### config.mk
export PLATFORM = sky130hd
export DESIGN_NAME = if_fetch_stage
export DESIGN_NICKNAME = d
export VERILOG_FILES = /design/src/rtl/if_fetch_stage_pkg.sv /design/src/rtl/if_fetch_stage_ifid_reg.sv /design/src/rtl/if_fetch_stage.sv
export SDC_FILE = /design/constraint.sdc
export NUM_CORES = 1
export LEC_CHECK = 0
export CAP_MARGIN = 20
export CORE_MARGIN = 4
export CORE_UTILIZATION = 30
export CTS_BUF_LIST = sky130_fd_sc_hd__clkbuf_4 sky130_fd_sc_hd__clkbuf_8
export DETAILED_ROUTE_END_ITERATION = 8
export DONT_BUFFER_PORTS = 1
export SYNTH_ARGS = -nofsm -noshare
export SYNTH_HDL_FRONTEND = slang
export SYNTH_SLANG_ARGS = --single-unit
### constraint.sdc
create_clock -name clk -period 1.94 [get_ports clk]
set_clock_uncertainty 0.2 [all_clocks]
set_input_delay 0.194 -clock clk [delete_from_list [all_inputs] [get_ports clk]]
set_output_delay 0.194 -clock clk [all_outputs]
set_load 0.005 [all_outputs]
### src/rtl/if_fetch_stage_pkg.sv
// if_fetch_stage_pkg: shared widths, memory size, NOP encoding and fetch FSM states.
package if_fetch_stage_pkg;
    localparam int WORD_LEN       = 16;
    localparam int MEM_CELL_SIZE  = 8;
    localparam int INSTR_MEM_SIZE = 256;
    localparam logic [WORD_LEN-1:0] NOP = '0;
    typedef enum logic {FETCH_RUN = 1'b0, FETCH_HALT = 1'b1} fetch_state_t;
endpackage

### src/rtl/if_fetch_stage_ifid_reg.sv
// ifid_reg: IF/ID pipeline register; flush and non-load cycles insert a zero bubble.
module ifid_reg
    import if_fetch_stage_pkg::*;
(
    input  logic                clk,
    input  logic                rst,
    input  logic                flush,
    input  logic                freeze,
    input  logic                load,
    input  logic [WORD_LEN-1:0] pc_i,
    input  logic [WORD_LEN-1:0] instr_i,
    output logic [WORD_LEN-1:0] pc_o,
    output logic [WORD_LEN-1:0] instr_o,
    output logic                valid_o
);
    logic [WORD_LEN-1:0] pc_q, instr_q;
    logic                valid_q;

    always_ff @(posedge clk) begin
        if (rst || flush) begin
            pc_q    <= '0;
            instr_q <= NOP;
            valid_q <= 1'b0;
        end else if (!freeze) begin
            pc_q    <= load ? pc_i : '0;
            instr_q <= load ? instr_i : NOP;
            valid_q <= load;
        end
    end

    assign pc_o    = pc_q;
    assign instr_o = instr_q;
    assign valid_o = valid_q;
endmodule

### src/rtl/if_fetch_stage.sv
// if_fetch_stage: PC, next-PC mux, RUN/HALT FSM and fetch counter feeding the IF/ID register.
module if_fetch_stage
    import if_fetch_stage_pkg::*;
#(
    parameter int unsigned         PROG_END = INSTR_MEM_SIZE,
    parameter logic [WORD_LEN-1:0] RESET_PC = '0
) (
    input  logic                clk,
    input  logic                rst,
    input  logic                freeze,
    input  logic                branch_taken,
    input  logic [WORD_LEN-1:0] branch_target,
    output logic [WORD_LEN-1:0] imem_addr,
    input  logic [WORD_LEN-1:0] imem_instr,
    output logic [WORD_LEN-1:0] ifid_pc,
    output logic [WORD_LEN-1:0] ifid_instr,
    output logic                ifid_valid,
    output logic                halted,
    output logic [15:0]         fetch_count
);
    // One extra bit so PROG_END may equal 2^WORD_LEN.
    localparam logic [WORD_LEN:0] END_W = (WORD_LEN+1)'(PROG_END);

    logic [WORD_LEN-1:0] pc_q, pc_d, tgt, pc_inc;
    fetch_state_t        state_q, state_d;
    logic [15:0]         cnt_q, cnt_d;
    logic                halted_q, fetch, advance;

    assign tgt     = branch_target & ~WORD_LEN'(1);
    assign pc_inc  = pc_q + WORD_LEN'(2);
    assign fetch   = (state_q == FETCH_RUN) && ({1'b0, pc_q} < END_W);
    assign advance = !branch_taken && !freeze && fetch;

    always_comb begin
        pc_d    = branch_taken ? tgt : advance ? pc_inc : pc_q;
        state_d = branch_taken ? (({1'b0, tgt} < END_W) ? FETCH_RUN : state_q)
                : (freeze || fetch) ? state_q : FETCH_HALT;
        cnt_d   = (advance && !(&cnt_q)) ? cnt_q + 16'd1 : cnt_q;
    end

    always_ff @(posedge clk) begin
        if (rst) begin
            pc_q     <= RESET_PC;
            state_q  <= FETCH_RUN;
            halted_q <= 1'b0;
            cnt_q    <= '0;
        end else begin
            pc_q     <= pc_d;
            state_q  <= state_d;
            halted_q <= (state_d == FETCH_HALT);
            cnt_q    <= cnt_d;
        end
    end

    ifid_reg u_ifid (
        .clk     (clk),
        .rst     (rst),
        .flush   (branch_taken),
        .freeze  (freeze),
        .load    (fetch),
        .pc_i    (pc_inc),
        .instr_i (imem_instr),
        .pc_o    (ifid_pc),
        .instr_o (ifid_instr),
        .valid_o (ifid_valid)
    );

    assign imem_addr   = pc_q;
    assign halted      = halted_q;
    assign fetch_count = cnt_q;
endmodule

==> results by stage <==
Place:
- Summing all placed instances gives a cell area of around 3200 um2.
- The weighted congestion reported at the end of routability-driven placement is approximately 0.78.
- The HPWL after detailed placement is between 5000 and 6000 um.
- Port buffering added 0 buffers.

Synth:
- Summing the areas of all fa, ha and maj instances in the mapped netlist gives 0.929% of the synthesized area.
- By area the synthesized netlist is led by dfxtp_1, nor2_1, a22oi_1.
- After technology mapping, the gate count stands at 290.
- The most frequently used cell type in the post-synthesis netlist is dfxtp_1.
- After synthesis, the most frequently instantiated cells are dfxtp_1, nor2_1, a22oi_1.
- The library cell occupying the most area in the post-synthesis netlist is dfxtp_1.
- The sequential share of the synthesized area is 47.5%.
- The proportion of netlist area held by the largest area contributor is 47.5%.
- The simple-gate share of the synthesized area is 23.1%.
- The synthesized netlist devotes 6.50% of its cell area to XOR and XNOR gates.
- Dividing the synthesized area by the synthesized cell count gives 9.29 um2.
- The most used flip-flop cell after synthesis is dfxtp_1.
- Counting flops and latches in the post-synthesis netlist gives 64.
- In this run, distinct cell masters in the synthesized netlist total 43.
- The fraction of synthesis flops using an asynchronous set or reset pin is 0%.
- The yosys synthesis warning count is 0.
- By area, the combinational part of the netlist is dominated by simple AND/OR/NAND/NOR gates.
- The synthesized design contains 0 enable-type register cells.
- In the synthesized netlist, mux cells make up 4.50% of the area.
- The area fraction in compound gates after synthesis is 13.9%.
- Summing every instance area after synthesis gives 2700 um2.

Global route:
- Global routing consumed, over all layers together, around 16% of the routing resources.
- The via count of the first global-routing pass is 2562.
- The pin count of the biggest net entering global routing is 36.
- The residual overflow from global routing is 0.
- The first global-routing pass estimated between 10000 and 15000 um of wire.
- The initial antenna violation count is 0.

Routing:
- The routed via count divided by cell count is between 5 and 6.
- The first detailed-routing pass ran for 5 iterations.
- The routed layout has 2611 vias.
- The number of DRC markers in iteration 0 is 73.
- The number of design rule violations left after detail routing is 0.
- The detail route stage leaves a number of antenna-violating nets equal to 0.
- The routed design has 8900 um of wire.
- The average wire length per cell after detail routing is 17.4 um.

Worst setup path:
- The critical path goes through or4_4, nor4b_4, o2111ai_4, or3_1, a21oi_1.
- The category of the critical setup timing path is reg -> reg.
- The path depth of the worst reg2reg path is 5.
- The number of buffers and inverters on the critical path is 0.
- The reg-to-reg startpoint is imem_addr[11]$_SDFFE_PP0P_.
- STA classifies the critical path startpoint as a flip-flop.
- The endpoint type of the worst setup path is a flip-flop.
- Among cell families on the critical path, the largest total delay comes from simple AND/OR/NAND/NOR gates.
- The worst register-to-register path ends at fetch_count[13]$_SDFFE_PP0P_.
- In this design, the stage delay of the slowest critical-path cell is 0.57 ns.
- The data required time at the worst endpoint is ~2 ns.
- The critical-path cell with the highest stage delay is or4_4.
- For the worst setup path, the data arrival time is ~2.2 ns.
- The highest fanout seen on the critical path is 3.
- The register-to-register setup slack is -0.22 ns.

Timing:
- The measured slew at the worst slew-check pin is 0.619 ns.
- The clock period minus worst slack is roughly 2.2 ns.
- The highest attainable clock frequency is 464 MHz.
- Hold timing on the final database bottoms out at a slack of 0.0274 ns.
- Of the available clock period, the critical path in the final layout requires 111%.
- Measured against its own limit, the worst slew margin works out to 58.6%.
- The hold violation total from the final report was 0.
- The final-report max-slew violation count is 0.
- The slack of the critical path is -0.217 ns.
- The number of failing setup endpoints in the final timing report is 38.
- Setup repair after global routing could not meet its margin everywhere.

Power:
- The power per cell area is 715 nW/um2.
- VDD sags by at most approximately 0.00037 V.
- For this design the static power due to leakage is roughly 1.7 nW.

Floorplan:
- The effective utilization at floorplan is 30.9%.
- The region available for standard cell placement spans 8720 um2.
- The total I/O pin count is just over 100.
- In this run the horizontal extent of the chip is 103 um.
- The vertical extent of the die is 103 um.
- The die covers 10600 um2.
- The number of placement rows is 34.

Finish:
- Once layout is complete, the utilization of the core stands at 50.2%.
- The net count of the finished layout is 435.
- Relative to the synthesized area, the layout overhead comes to 62.4%.
- The finished cells cover around 4400 um2.
- The final-layout fill cell count is around 780.
- In the final layout, the share of cells above drive strength 1 is 36.6%.

Hold path:
- The worst hold path endpoint is fetch_count[12]$_SDFFE_PP0P_.
- The hold-critical path depth is 4.
- The worst min-delay path startpoint is branch_taken.
- The min-delay analysis places its worst path in the category in -> reg.

CTS:
- In this run, CTS created clock tree buffers numbering 9.
- After clock tree synthesis, the clock-pin slew on the worst setup and hold paths is 0.07 ns.
- The number of buffers on the longest clock path is 2.
- The clock network latency to the later pin of the worst-skew pair is 0.35 ns.
- The sink count of the clock tree is 64.
- The maximum level of the CTS H-tree is 3.
- Clock tree synthesis selected as its root buffer the cell clkbuf_8.
- TritonCTS built the clock tree.

Run:
- The tool flagged a number of max-cap violations equal to 0.

Outcome:
- The final reports fail on negative setup slack.
- The flow ran to the end, but the final reports show violations.
logic make-up (layout without fill, tap and decap cells):
family,after synthesis,after routing
DFF,64,64
and+or+nand+nor,117,117
muxes,12,12
adders and majority gates,2,2
xor gates and xnor gates,20,20
AOI/OAI and AO/OA,52,52
other,1,3
buffers and inverters,22,133
repair_timing:
action / 4_1_cts / 5_1_grt
setup endpoints to repair: 39 / 50
gates cloned: 2 / 1
hold buffers: 42 / 1
gates resized for setup: 20 / 54
hold endpoints to repair: 64 / 25
buffers inserted: 7 / 6
pin swaps: 9 / 61
layout by cell type, fill, tap and decap left out, drive strengths merged, types with 3 or more instances in the layout:
cell	synthesis	routed
buf	5	71
xor2	7	7
nand4	3	3
nor3	6	6
nor3b	3	3
a211oi	3	3
or4	3	3
and3	10	10
nand2	5	5
or2	4	4
nand3	16	16
nor4	7	7
xnor2	13	13
nor2	50	50
clkbuf	13	10
dfxtp	64	64
mux2i	11	11
or3	4	4
a22oi	22	22
a2111oi	3	3
dlygate4sd3	0	41
a21oi	9	9
inv	4	6
o21ai	3	3
stage by stage:
stage / setup TNS, ns / power [W] / worst slack [ns] / instances
2_1_floorplan: -1.75 / 0.00156 / -0.206 / 291
3_3_place_gp: -4.40 / 0.00162 / -0.224 / 436
3_5_place_dp: -6.40 / 0.00163 / -0.302 / 436
4_1_cts: -3.26 / 0.00309 / -0.255 / 503
5_1_grt: -6.99 / 0.00328 / -0.297 / 510
6_report: -2.76 / 0.00313 / -0.217 / 511
worst max-delay path by stage:
stage | from | to | slack, ns | cells after the start
2_1_floorplan | imem_addr[11]$_SDFFE_PP0P_ | imem_addr[2]$_SDFFE_PP0P_ | -0.21 | 5
3_3_place_gp | imem_addr[12]$_SDFFE_PP0P_ | fetch_count[10]$_SDFFE_PP0P_ | -0.22 | 7
3_5_place_dp | imem_addr[12]$_SDFFE_PP0P_ | fetch_count[10]$_SDFFE_PP0P_ | -0.30 | 7
6_report | imem_addr[11]$_SDFFE_PP0P_ | fetch_count[13]$_SDFFE_PP0P_ | -0.22 | 5
4_1_cts | imem_addr[12]$_SDFFE_PP0P_ | fetch_count[13]$_SDFFE_PP0P_ | -0.25 | 5
5_1_grt | imem_addr[11]$_SDFFE_PP0P_ | fetch_count[15]$_SDFFE_PP0P_ | -0.30 | 5
registers in the layout, summed over array words and instances, names as in the netlist:
signal	cells
u_ifid.pc_o	15
u_ifid.instr_o	16
fetch_count	16
u_ifid.valid_o	1
halted	1
imem_addr	15
worst register-to-register path, delay by kind of cell (launching register included):
kind,cells,cell delay (ns)
AND/OR/NAND/NOR,3,1.27
flip-flops,1,0.32
AO/OA/AOI/OAI,2,0.30
where the power goes:
group	switching (W)	leakage, nW	internal, W
sequential	0.0000274	0.523	0.00134
combinational	0.000200	1.02	0.000245
clock	0.000579	0.110	0.000737
layer usage:
metal / routed length, um / vias up / GRT usage (%)
li1: - / 1253 / -
met1: 3690 / 1263 / 20.9
met2: 4350 / 87 / 26.0
met3: 769 / 8 / 6.43
met4: 92 / 0 / 3.98
met5: 0 / - / 0
area by class of cell:
type / count / area (um2) / area share (%)
Multi-Input combinational cell: 205 / 1640 / 37.5
Clock buffer: 9 / 124 / 2.83
Sequential cell: 64 / 1290 / 29.6
Timing Repair Buffer: 113 / 1060 / 24.2
Tap cell: 108 / 135 / 3.09
Inverter: 4 / 15.0 / 0.343
Clock inverter: 7 / 103 / 2.34
Antenna cell: 1 / 2.50 / 0.0572
(Power assumes the default switching activity.)
